File: src/rtl/lfsr_seq_pkg.sv
// Shared definitions for the LFSR sequencing controller.
// Holds the controller state encoding, the register map of the LFSR
// peripheral that is programmed over AXI-Lite, and the BRESP codes.
package lfsr_seq_pkg;

  typedef enum logic [3:0] {
    ST_IDLE,
    ST_WR_SEED,
    ST_WR_TAPS,
    ST_WR_STOP0,
    ST_WR_START1,
    ST_RUN,
    ST_WR_STOP1,
    ST_WR_START0,
    ST_DONE
  } state_t;

  localparam logic [3:0] REG_START = 4'h0;
  localparam logic [3:0] REG_STOP  = 4'h4;
  localparam logic [3:0] REG_SEED  = 4'h8;
  localparam logic [3:0] REG_TAPS  = 4'hC;

  localparam logic [1:0] BRESP_OKAY   = 2'b00;
  localparam logic [1:0] BRESP_DECERR = 2'b11;

endpackage

File: src/rtl/lfsr_seq_ctrl_axil_wr_master.sv
// Single-transaction AXI-Lite write master.
// A go pulse while idle latches addr/data and raises AWVALID and WVALID
// together; each valid drops on its own ready. BREADY is offered only
// after both address and data were accepted, and done/resp reflect the
// B handshake in the cycle it happens.
// Ports: clk, rst_n (async, active low); go, addr, data (request);
// awaddr/awvalid/awready, wdata/wvalid/wready, bresp/bvalid/bready (bus);
// busy (transaction outstanding), done (B handshake this cycle), resp.
module axil_wr_master #(
  parameter int unsigned ADDR_WIDTH = 4,
  parameter int unsigned DATA_WIDTH = 32
) (
  input  logic                  clk,
  input  logic                  rst_n,
  input  logic                  go,
  input  logic [ADDR_WIDTH-1:0] addr,
  input  logic [DATA_WIDTH-1:0] data,
  output logic [ADDR_WIDTH-1:0] awaddr,
  output logic                  awvalid,
  input  logic                  awready,
  output logic [DATA_WIDTH-1:0] wdata,
  output logic                  wvalid,
  input  logic                  wready,
  input  logic [1:0]            bresp,
  input  logic                  bvalid,
  output logic                  bready,
  output logic                  busy,
  output logic                  done,
  output logic [1:0]            resp
);

  assign bready = busy && !awvalid && !wvalid;
  assign done   = bvalid && bready;
  assign resp   = bresp;

  always_ff @(posedge clk or negedge rst_n) begin
    if (!rst_n) begin
      awaddr  <= '0;
      wdata   <= '0;
      awvalid <= 1'b0;
      wvalid  <= 1'b0;
      busy    <= 1'b0;
    end else if (go && !busy) begin
      awaddr  <= addr;
      wdata   <= data;
      awvalid <= 1'b1;
      wvalid  <= 1'b1;
      busy    <= 1'b1;
    end else begin
      if (awvalid && awready) awvalid <= 1'b0;
      if (wvalid && wready)   wvalid  <= 1'b0;
      if (done)               busy    <= 1'b0;
    end
  end

endmodule

File: src/rtl/lfsr_seq_ctrl.sv
// LFSR run sequencer.
// On an accepted command it programs seed and taps, clears STOP, sets
// START, then counts LFSR stream beats seen on the passive monitor tap
// until the requested count is reached or abort is raised, and finally
// sets STOP and clears START. Any non-OKAY write response sets the sticky
// err flag; a failure before the run jumps straight to the cleanup writes.
// Ports: aclk, aresetn (async, active low); cmd_valid/cmd_ready with
// cmd_seed, cmd_taps, cmd_count; abort; busy, done, err status;
// m_axi_* AXI-Lite write channels; mon_tvalid/mon_tready stream tap.
module lfsr_seq_ctrl
  import lfsr_seq_pkg::*;
#(
  parameter int unsigned C_AXIL_ADDR_WIDTH = 4,
  parameter int unsigned C_AXIL_DATA_WIDTH = 32,
  parameter int unsigned CNT_WIDTH         = 16
) (
  input  logic                         aclk,
  input  logic                         aresetn,
  input  logic                         cmd_valid,
  output logic                         cmd_ready,
  input  logic [7:0]                   cmd_seed,
  input  logic [7:0]                   cmd_taps,
  input  logic [CNT_WIDTH-1:0]         cmd_count,
  input  logic                         abort,
  output logic                         busy,
  output logic                         done,
  output logic                         err,
  output logic [C_AXIL_ADDR_WIDTH-1:0] m_axi_awaddr,
  output logic                         m_axi_awvalid,
  input  logic                         m_axi_awready,
  output logic [C_AXIL_DATA_WIDTH-1:0] m_axi_wdata,
  output logic                         m_axi_wvalid,
  input  logic                         m_axi_wready,
  input  logic [1:0]                   m_axi_bresp,
  input  logic                         m_axi_bvalid,
  output logic                         m_axi_bready,
  input  logic                         mon_tvalid,
  input  logic                         mon_tready
);

  state_t                         state, state_nxt;
  logic [7:0]                     seed_q, taps_q;
  logic [CNT_WIDTH-1:0]           count_q, beats;
  logic                           err_q;
  logic                           wr_go, wr_busy, wr_done;
  logic [1:0]                     wr_resp;
  logic [C_AXIL_ADDR_WIDTH-1:0]   wr_addr;
  logic [C_AXIL_DATA_WIDTH-1:0]   wr_data;
  logic                           beat, wr_fail, run_exit;

  assign cmd_ready = (state == ST_IDLE);
  assign busy      = (state != ST_IDLE);
  assign done      = (state == ST_DONE);
  assign err       = err_q;
  assign beat      = mon_tvalid && mon_tready;
  assign wr_fail   = wr_done && (wr_resp != BRESP_OKAY);
  // A beat that lands on the final count still exits this cycle.
  assign run_exit  = abort || (beats == count_q) ||
                     (beat && (beats + CNT_WIDTH'(1)) == count_q);

  always_comb begin
    state_nxt = state;
    wr_go     = 1'b0;
    wr_addr   = '0;
    wr_data   = '0;
    unique case (state)
      ST_IDLE: if (cmd_valid) state_nxt = ST_WR_SEED;
      ST_WR_SEED: begin
        wr_go         = !wr_busy;
        wr_addr       = C_AXIL_ADDR_WIDTH'(REG_SEED);
        wr_data[7:0]  = seed_q;
        if (wr_done) state_nxt = wr_fail ? ST_WR_STOP1 : ST_WR_TAPS;
      end
      ST_WR_TAPS: begin
        wr_go         = !wr_busy;
        wr_addr       = C_AXIL_ADDR_WIDTH'(REG_TAPS);
        wr_data[7:0]  = taps_q;
        if (wr_done) state_nxt = wr_fail ? ST_WR_STOP1 : ST_WR_STOP0;
      end
      ST_WR_STOP0: begin
        wr_go   = !wr_busy;
        wr_addr = C_AXIL_ADDR_WIDTH'(REG_STOP);
        if (wr_done) state_nxt = wr_fail ? ST_WR_STOP1 : ST_WR_START1;
      end
      ST_WR_START1: begin
        wr_go      = !wr_busy;
        wr_addr    = C_AXIL_ADDR_WIDTH'(REG_START);
        wr_data[0] = 1'b1;
        if (wr_done)
          state_nxt = (wr_fail || count_q == '0) ? ST_WR_STOP1 : ST_RUN;
      end
      ST_RUN: if (run_exit) state_nxt = ST_WR_STOP1;
      ST_WR_STOP1: begin
        wr_go      = !wr_busy;
        wr_addr    = C_AXIL_ADDR_WIDTH'(REG_STOP);
        wr_data[0] = 1'b1;
        if (wr_done) state_nxt = ST_WR_START0;
      end
      ST_WR_START0: begin
        wr_go   = !wr_busy;
        wr_addr = C_AXIL_ADDR_WIDTH'(REG_START);
        if (wr_done) state_nxt = ST_DONE;
      end
      ST_DONE: state_nxt = ST_IDLE;
      default: state_nxt = ST_IDLE;
    endcase
  end

  always_ff @(posedge aclk or negedge aresetn) begin
    if (!aresetn) begin
      state   <= ST_IDLE;
      seed_q  <= '0;
      taps_q  <= '0;
      count_q <= '0;
      beats   <= '0;
      err_q   <= 1'b0;
    end else begin
      state <= state_nxt;
      if (state == ST_IDLE && cmd_valid) begin
        seed_q  <= cmd_seed;
        taps_q  <= cmd_taps;
        count_q <= cmd_count;
        err_q   <= 1'b0;
      end
      if (wr_fail) err_q <= 1'b1;
      if (state == ST_WR_START1)     beats <= '0;
      else if (state == ST_RUN && beat) beats <= beats + CNT_WIDTH'(1);
    end
  end

  axil_wr_master #(
    .ADDR_WIDTH (C_AXIL_ADDR_WIDTH),
    .DATA_WIDTH (C_AXIL_DATA_WIDTH)
  ) u_wr (
    .clk     (aclk),
    .rst_n   (aresetn),
    .go      (wr_go),
    .addr    (wr_addr),
    .data    (wr_data),
    .awaddr  (m_axi_awaddr),
    .awvalid (m_axi_awvalid),
    .awready (m_axi_awready),
    .wdata   (m_axi_wdata),
    .wvalid  (m_axi_wvalid),
    .wready  (m_axi_wready),
    .bresp   (m_axi_bresp),
    .bvalid  (m_axi_bvalid),
    .bready  (m_axi_bready),
    .busy    (wr_busy),
    .done    (wr_done),
    .resp    (wr_resp)
  );

endmodule

File: config.mk
export PLATFORM = sky130hd
export DESIGN_NAME = lfsr_seq_ctrl
export DESIGN_NICKNAME = d
export VERILOG_FILES = /design/src/rtl/lfsr_seq_pkg.sv /design/src/rtl/lfsr_seq_ctrl_axil_wr_master.sv /design/src/rtl/lfsr_seq_ctrl.sv
export SDC_FILE = /design/constraint.sdc
export NUM_CORES = 1
export LEC_CHECK = 0
export CAP_MARGIN = 20
export CORE_ASPECT_RATIO = 0.75
export CORE_MARGIN = 2
export CORE_UTILIZATION = 45
export DETAILED_ROUTE_END_ITERATION = 8
export GPL_TIMING_DRIVEN = 0
export HOLD_SLACK_MARGIN = 0.03
export PLACE_DENSITY = 0.68
export SETUP_SLACK_MARGIN = 0.15
export SYNTH_ARGS = -nofsm -noshare
export SYNTH_HDL_FRONTEND = slang
export SYNTH_HIERARCHICAL = 1
export SYNTH_SLANG_ARGS = --single-unit
File: constraint.sdc
create_clock -name aclk -period 4.03 [get_ports aclk]
set_input_delay 1.0075 -clock aclk [delete_from_list [all_inputs] [get_ports aclk]]
set_output_delay 1.0075 -clock aclk [all_outputs]
set_load 0.01 [all_outputs]
Word-level counts from Yosys, hierarchy flattened
Index checks and enable logic that the tools add are counted.
- bits in registers: 68
- input port bits: 43
- output and inout bits: 43
- word-level logic and storage cells: 87
- add/subtract/negate cells: 1
- equal/unequal tests: 18
- multiplexer cells: 27
- reductions and logical operators: 30
- operators with widths (cell ; number):
    $eq A16 B16 Y1 ; 2
    $mux W16 ; 2
    $mux W4 ; 8
    $pmux W4 S8 ; 1
    $add A16 B1 Y16 const B ; 1
    $eq A4 B3 Y1 const B ; 4
    $logic_not A16 Y1 ; 1
    $ne A2 B2 Y1 const B ; 8
    $pmux W7 S2 ; 1
    $pmux W4 S3 ; 1
    $reduce_bool A2 Y1 ; 6
    $logic_and A1 B1 Y1 ; 11
    $mux W1 ; 9
    $eq A4 B2 Y1 const B ; 2
    $reduce_and A8 Y1 ; 1
    $mux W3 ; 2
    $reduce_or A6 Y1 ; 1
    $eq A4 B1 Y1 const B ; 1
    $eq A4 B4 Y1 const B ; 1
    $logic_not A4 Y1 ; 1
    $mux W2 ; 2
    $reduce_bool A4 Y1 ; 1
    $reduce_or A2 Y1 ; 2
    $logic_not A1 Y1 ; 3
    other kinds (2) ; 4

Depth between registers and ports, before layout
- depth after elaboration: 9
- mapped depth: 9

Modules after synthesis
Netlist, hierarchy kept.
- by module, submodules not included (module ; instances ; cells each ; area each (um^2)):
    lfsr_seq_ctrl ; 1 ; 331 ; 3214.3
    axil_wr_master ; 1 ; 92 ; 1636.6

Worst setup path after synthesis
OpenSTA, ideal clock, no wires.
- kind: register to register
- from: register beats[0]
- to: register state[1]
- library setup time: 0.067 ns
- arrival: 2.276 ns
- data required time: 3.963 ns
- slack: 1.687 ns
- stages on the path, launching flop included: 9
- path buffers: 1
- period minus slack after synthesis: 2.343 ns
- cell sequence: dfrtp_1 ha_1 clkbuf_1 or3b_1 a21oi_1 a2111oi_0 or4_4 a2111oi_4 o221a_1
- word-level cells in the longest chain between the ends: 6
- ends and longest elaborated chain (item ; line ; source):
    start: declaration ; lfsr_seq_ctrl.sv:43 ; logic [CNT_WIDTH-1:0] count_q, beats;
    start signal: assignment ; lfsr_seq_ctrl.sv:127 ; else if (state == ST_RUN && beat) beats <= beats + CNT_WIDTH'(1);
    $add A16 B1 Y16 ; lfsr_seq_ctrl.sv:59 ; (beat && (beats + CNT_WIDTH'(1)) == count_q);
    $eq A16 B16 Y1 ; lfsr_seq_ctrl.sv:59 ;
    $logic_and A1 B1 Y1 ; lfsr_seq_ctrl.sv:59 ;
    $logic_or A1 B1 Y1 * ; lfsr_seq_ctrl.sv:58 ; assign run_exit = abort || (beats == count_q) ||
    $ne A2 B2 Y1 (no source line) * ; n/a ;
    $reduce_and A8 Y1 (no source line) * ; n/a ;
    end signal: assignment ; lfsr_seq_ctrl.sv:118 ; state <= state_nxt;
    end: declaration ; lfsr_seq_ctrl.sv:41 ; state_t state, state_nxt;
Every way passes the cells marked *; elsewhere a longest branch is shown, timed or not.
A chain may end at the register's enable or synchronous reset.

Worst setup path in the final report
- from: register state[3]
- to: output port cmd_ready
- word-level cells in the longest chain between the ends: 1
- ends and longest elaborated chain (item ; line ; source):
    $logic_not A4 Y1 ; lfsr_seq_ctrl.sv:51 ; assign cmd_ready = (state == ST_IDLE);
    end: declaration ; lfsr_seq_ctrl.sv:20 ; output logic cmd_ready,
Every way passes these cells.

==> impl_metrics.json <==
{
  "final_hold_slack_ns": 0.484,
  "yosys_warnings": 6,
  "synth_enable_flop_cells": 0,
  "share_comb_of_total_power": 0.438,
  "detail_route.iter0.violations": 275,
  "sequential_element_share_of_the_synthesized_area": 0.475,
  "largest_net_degree_at_the_start_of_global_routing": 60,
  "grt_pass1_wl_mm": 19.2,
  "critPathLaunchType": "flop",
  "avgViaCountPerCell": 5.43,
  "cellPowerDensity_nw_per_um2": 734,
  "path_clk_slew_ns": 0.06,
  "drt-total-wl_mm": 12.0,
  "layout.nets": 587,
  "drt-wirelength-per-cell_um": 17.5,
  "flow.area_growth_from_synthesis_pct": 30.4,
  "slew-limit-headroom": 0.458,
  "synth.avg_cell_area_um2": 11.5,
  "post-route-drc-count": 0,
  "cpLargestDelayFamily": "buffers and inverters",
  "io_buffers": 83,
  "die_height_um": 93.9,
  "asyncSetResetFlopFracSynth": 1.00,
  "switching_share": 0.330,
  "cts_inserted_buffers": 9,
  "num_io_pins": 86,
  "rows": 32,
  "clock_power_share": 0.215,
  "finalSetupViolCount": 0,
  "fmaxAchievable_mhz": 304,
  "syn_inst": 423,
  "grt_setup_unrepaired": "false",
  "timing.final.crit_period_ns": 3.29,
  "critical_path_arrival_ns": 2.29,
  "cts_hold_buffers": 0,
  "max_clock_skew_ns": 0.00311,
  "finalSetupTns_ns": 0,
  "slowest_stage": "clkdlybuf4s50_1",
  "coreArea_um2": 10400,
  "placement.cell_area_um2": 5970,
  "hp-class": "flop to flop",
  "dpl.cell_count": 668,
  "max_slew.worst_pin.slew_ns": 0.793,
  "end_kind": "output pin",
  "max-vdd-ir-drop_mv": 0.396,
  "setup.worst_path.class": "flop to output pin",
  "finalCoreUtilization": 0.610,
  "die_width_um": 124,
  "via_count": 3717,
  "cts_tree": "built",
  "floorplan.die_area_um2": 11600,
  "p_int_mw": 3.11,
  "crit_buf_inv": 2,
  "postLayoutCellArea_um2": 6330,
  "critical-path-max-stage-delay_ns": 0.63,
  "cts_root_buffer": "clkbuf_16",
  "longest_clk_path_bufs": 2,
  "power.switching_mw": 1.53,
  "ys.flop_type": "dfrtp_1",
  "final_hold_violation_count": 0,
  "initial_core_util": 0.468,
  "drt.antenna.violating_nets": 0,
  "antenna-diode-count": 0,
  "grt_total_usage": 0.216,
  "place_hpwl_mm": 8.82,
  "ys_seq_elements": 92,
  "dr.pass1.iters": 7,
  "share_seq_of_total_power": 0.347,
  "antenna_found_initial": 0,
  "final_cell_count_no_fill": 684,
  "layout_worst_path_cycle_share": 0.817,
  "gp_congestion": 0.940,
  "r2r_setup_slack_ns": 0.92,
  "final-max-slew-violation-count": 0,
  "post_cts.repair.setup_buffers": 0,
  "crit_chain": "or2_2 > clkbuf_1 > nor3_1 > clkdlybuf4s50_1",
  "timing.critical_path.required_ns": 3.02,
  "drv.max_cap_violation_count": 0,
  "tritoncts_num_sinks": 92,
  "status": "completed",
  "synthesis.area_um2": 4850,
  "via_count_of_the_first_global_routing_pass": 3680,
  "static-leakage-power_nw": 2.69,
  "cts-resized-gates": 0,
  "clock_latency_ns": 0.34,
  "globalRouteOverflowTotal": 0,
  "layout-drive-gt1-share": 0.204,
  "number_of_distinct_library_cells_after_synthesis": 60,
  "h_tree_lvl_count": 3,
  "critical_path.max_fanout": 9
}
-- cells by family after synthesis --
| logic type | after synthesis | synth area share |
|---|---|---|
| multiplexers | 68 | 0.181 |
| XOR/XNOR | 24 | 0.0433 |
| AO/OA/AOI/OAI | 76 | 0.107 |
| other | 1 | 0.000773 |
| buffers and inverters | 36 | 0.0459 |
| flip-flops | 92 | 0.475 |
| AND/OR/NAND/NOR | 125 | 0.145 |
| adder cells (fa/ha/maj) | 1 | 0.00258 |
-- state kept, by name (all words and copies together) (netlist names) --
signal,count
u_wr/busy,1
count_q,16
u_wr/awaddr,4
beats,16
state,4
u_wr/awvalid,1
err,1
seed_q,8
taps_q,8
u_wr/wdata,32
u_wr/wvalid,1
-- routing by layer --
metal	GRT usage	up-vias	wire [um]
met3	0.0388	14	722
li1	-	1746	-
met4	0.0634	0	162
met5	0	-	0
met1	0.318	1825	5710
met2	0.324	132	5380
-- power groups by stage --
stage / Combinational [mW] / Clock, mW / Sequential [mW]
floorplan: 1.22 / 0 / 1.63
global placement: 1.98 / 0 / 1.60
detailed placement: 2.03 / 0 / 1.62
CTS: 2.04 / 1.01 / 1.61
global route: 2.19 / 1.06 / 1.66
finish: 2.03 / 0.997 / 1.61
-- Yosys cell counts (6+ instances only) --
master	instances	area, um2
nor3_1	8	40.0
nor4_1	9	56.3
nand2_1	24	90.1
nand3_1	17	85.1
xnor2_1	14	123
xor2_1	10	87.6
mux2_4	30	450
o31ai_1	6	45.0
dfrtp_1	92	2300
mux2_2	38	428
nand2b_1	8	50.1
a21oi_1	13	65.1
o21ai_0	20	100
nand4_1	6	37.5
nor2_1	27	101
buf_4	7	52.6
a22oi_1	8	60.1
clkbuf_1	12	45.0
inv_1	7	26.3
-- stage by stage --
step,setup slack [ns],power [mW]
after floorplan,1.69,2.85
after CTS,0.674,4.67
after global placement,-1.38,3.58
final,0.736,4.64
after global routing,0.572,4.91
after detailed placement,0.916,3.65
-- area by class of cell --
class,count,area [um2]
sequential,92,2300
buffer,29,196
tap,136,170
timing repair buffer,84,856
clock inverter,6,118
clock buffer,10,239
fill,842,4040
inverter,7,26.3
multi-input combinational,320,2420
-- worst reg2reg max path, stage by stage, from the launching register on --
cell       delay (ns)
dfrtp_1          0.34
ha_1             0.14
clkbuf_1         0.30
and3_1           0.21
clkbuf_1         0.32
o21ai_1          0.13
a2111oi_0        0.73
nand4_1          0.25
a2111oi_4        0.40
o221a_1          0.23
-- layout by cell type (no fill, tap or decap), types with 8 or more instances in the layout --
cell type / instances
nand2_1: 24
buf_4: 8
nor2_1: 27
mux2_2: 38
conb_1: 26
a21oi_1: 13
nand2b_1: 8
clkdlybuf4s50_1: 82
nor3_1: 8
nor4_1: 9
a22oi_1: 8
dfrtp_1: 92
xor2_1: 10
mux2_4: 30
nand3_1: 17
clkbuf_16: 9
o21ai_0: 20
xnor2_1: 14
clkbuf_1: 12
-- final timing paths --
| check | from | end | cells past startpoint |
|---|---|---|---|
| setup / recovery | state[3]$_DFFE_PN0P_ | cmd_ready | 4 |
| hold / removal | err$_DFFE_PN0P_ | err$_DFFE_PN0P_ | 2 |
| setup reg to reg | beats[0]$_DFFE_PN0P_ | state[1]$_DFFE_PN0P_ | 9 |
| hold reg to reg | err$_DFFE_PN0P_ | err$_DFFE_PN0P_ | 2 |
| max in group asynchronous | aresetn | u_wr/wdata[6]$_DFFE_PN0P_ | 2 |
| min in group asynchronous | aresetn | beats[0]$_DFFE_PN0P_ | 1 |
No activity file was read; power rests on OpenSTA's default activity.
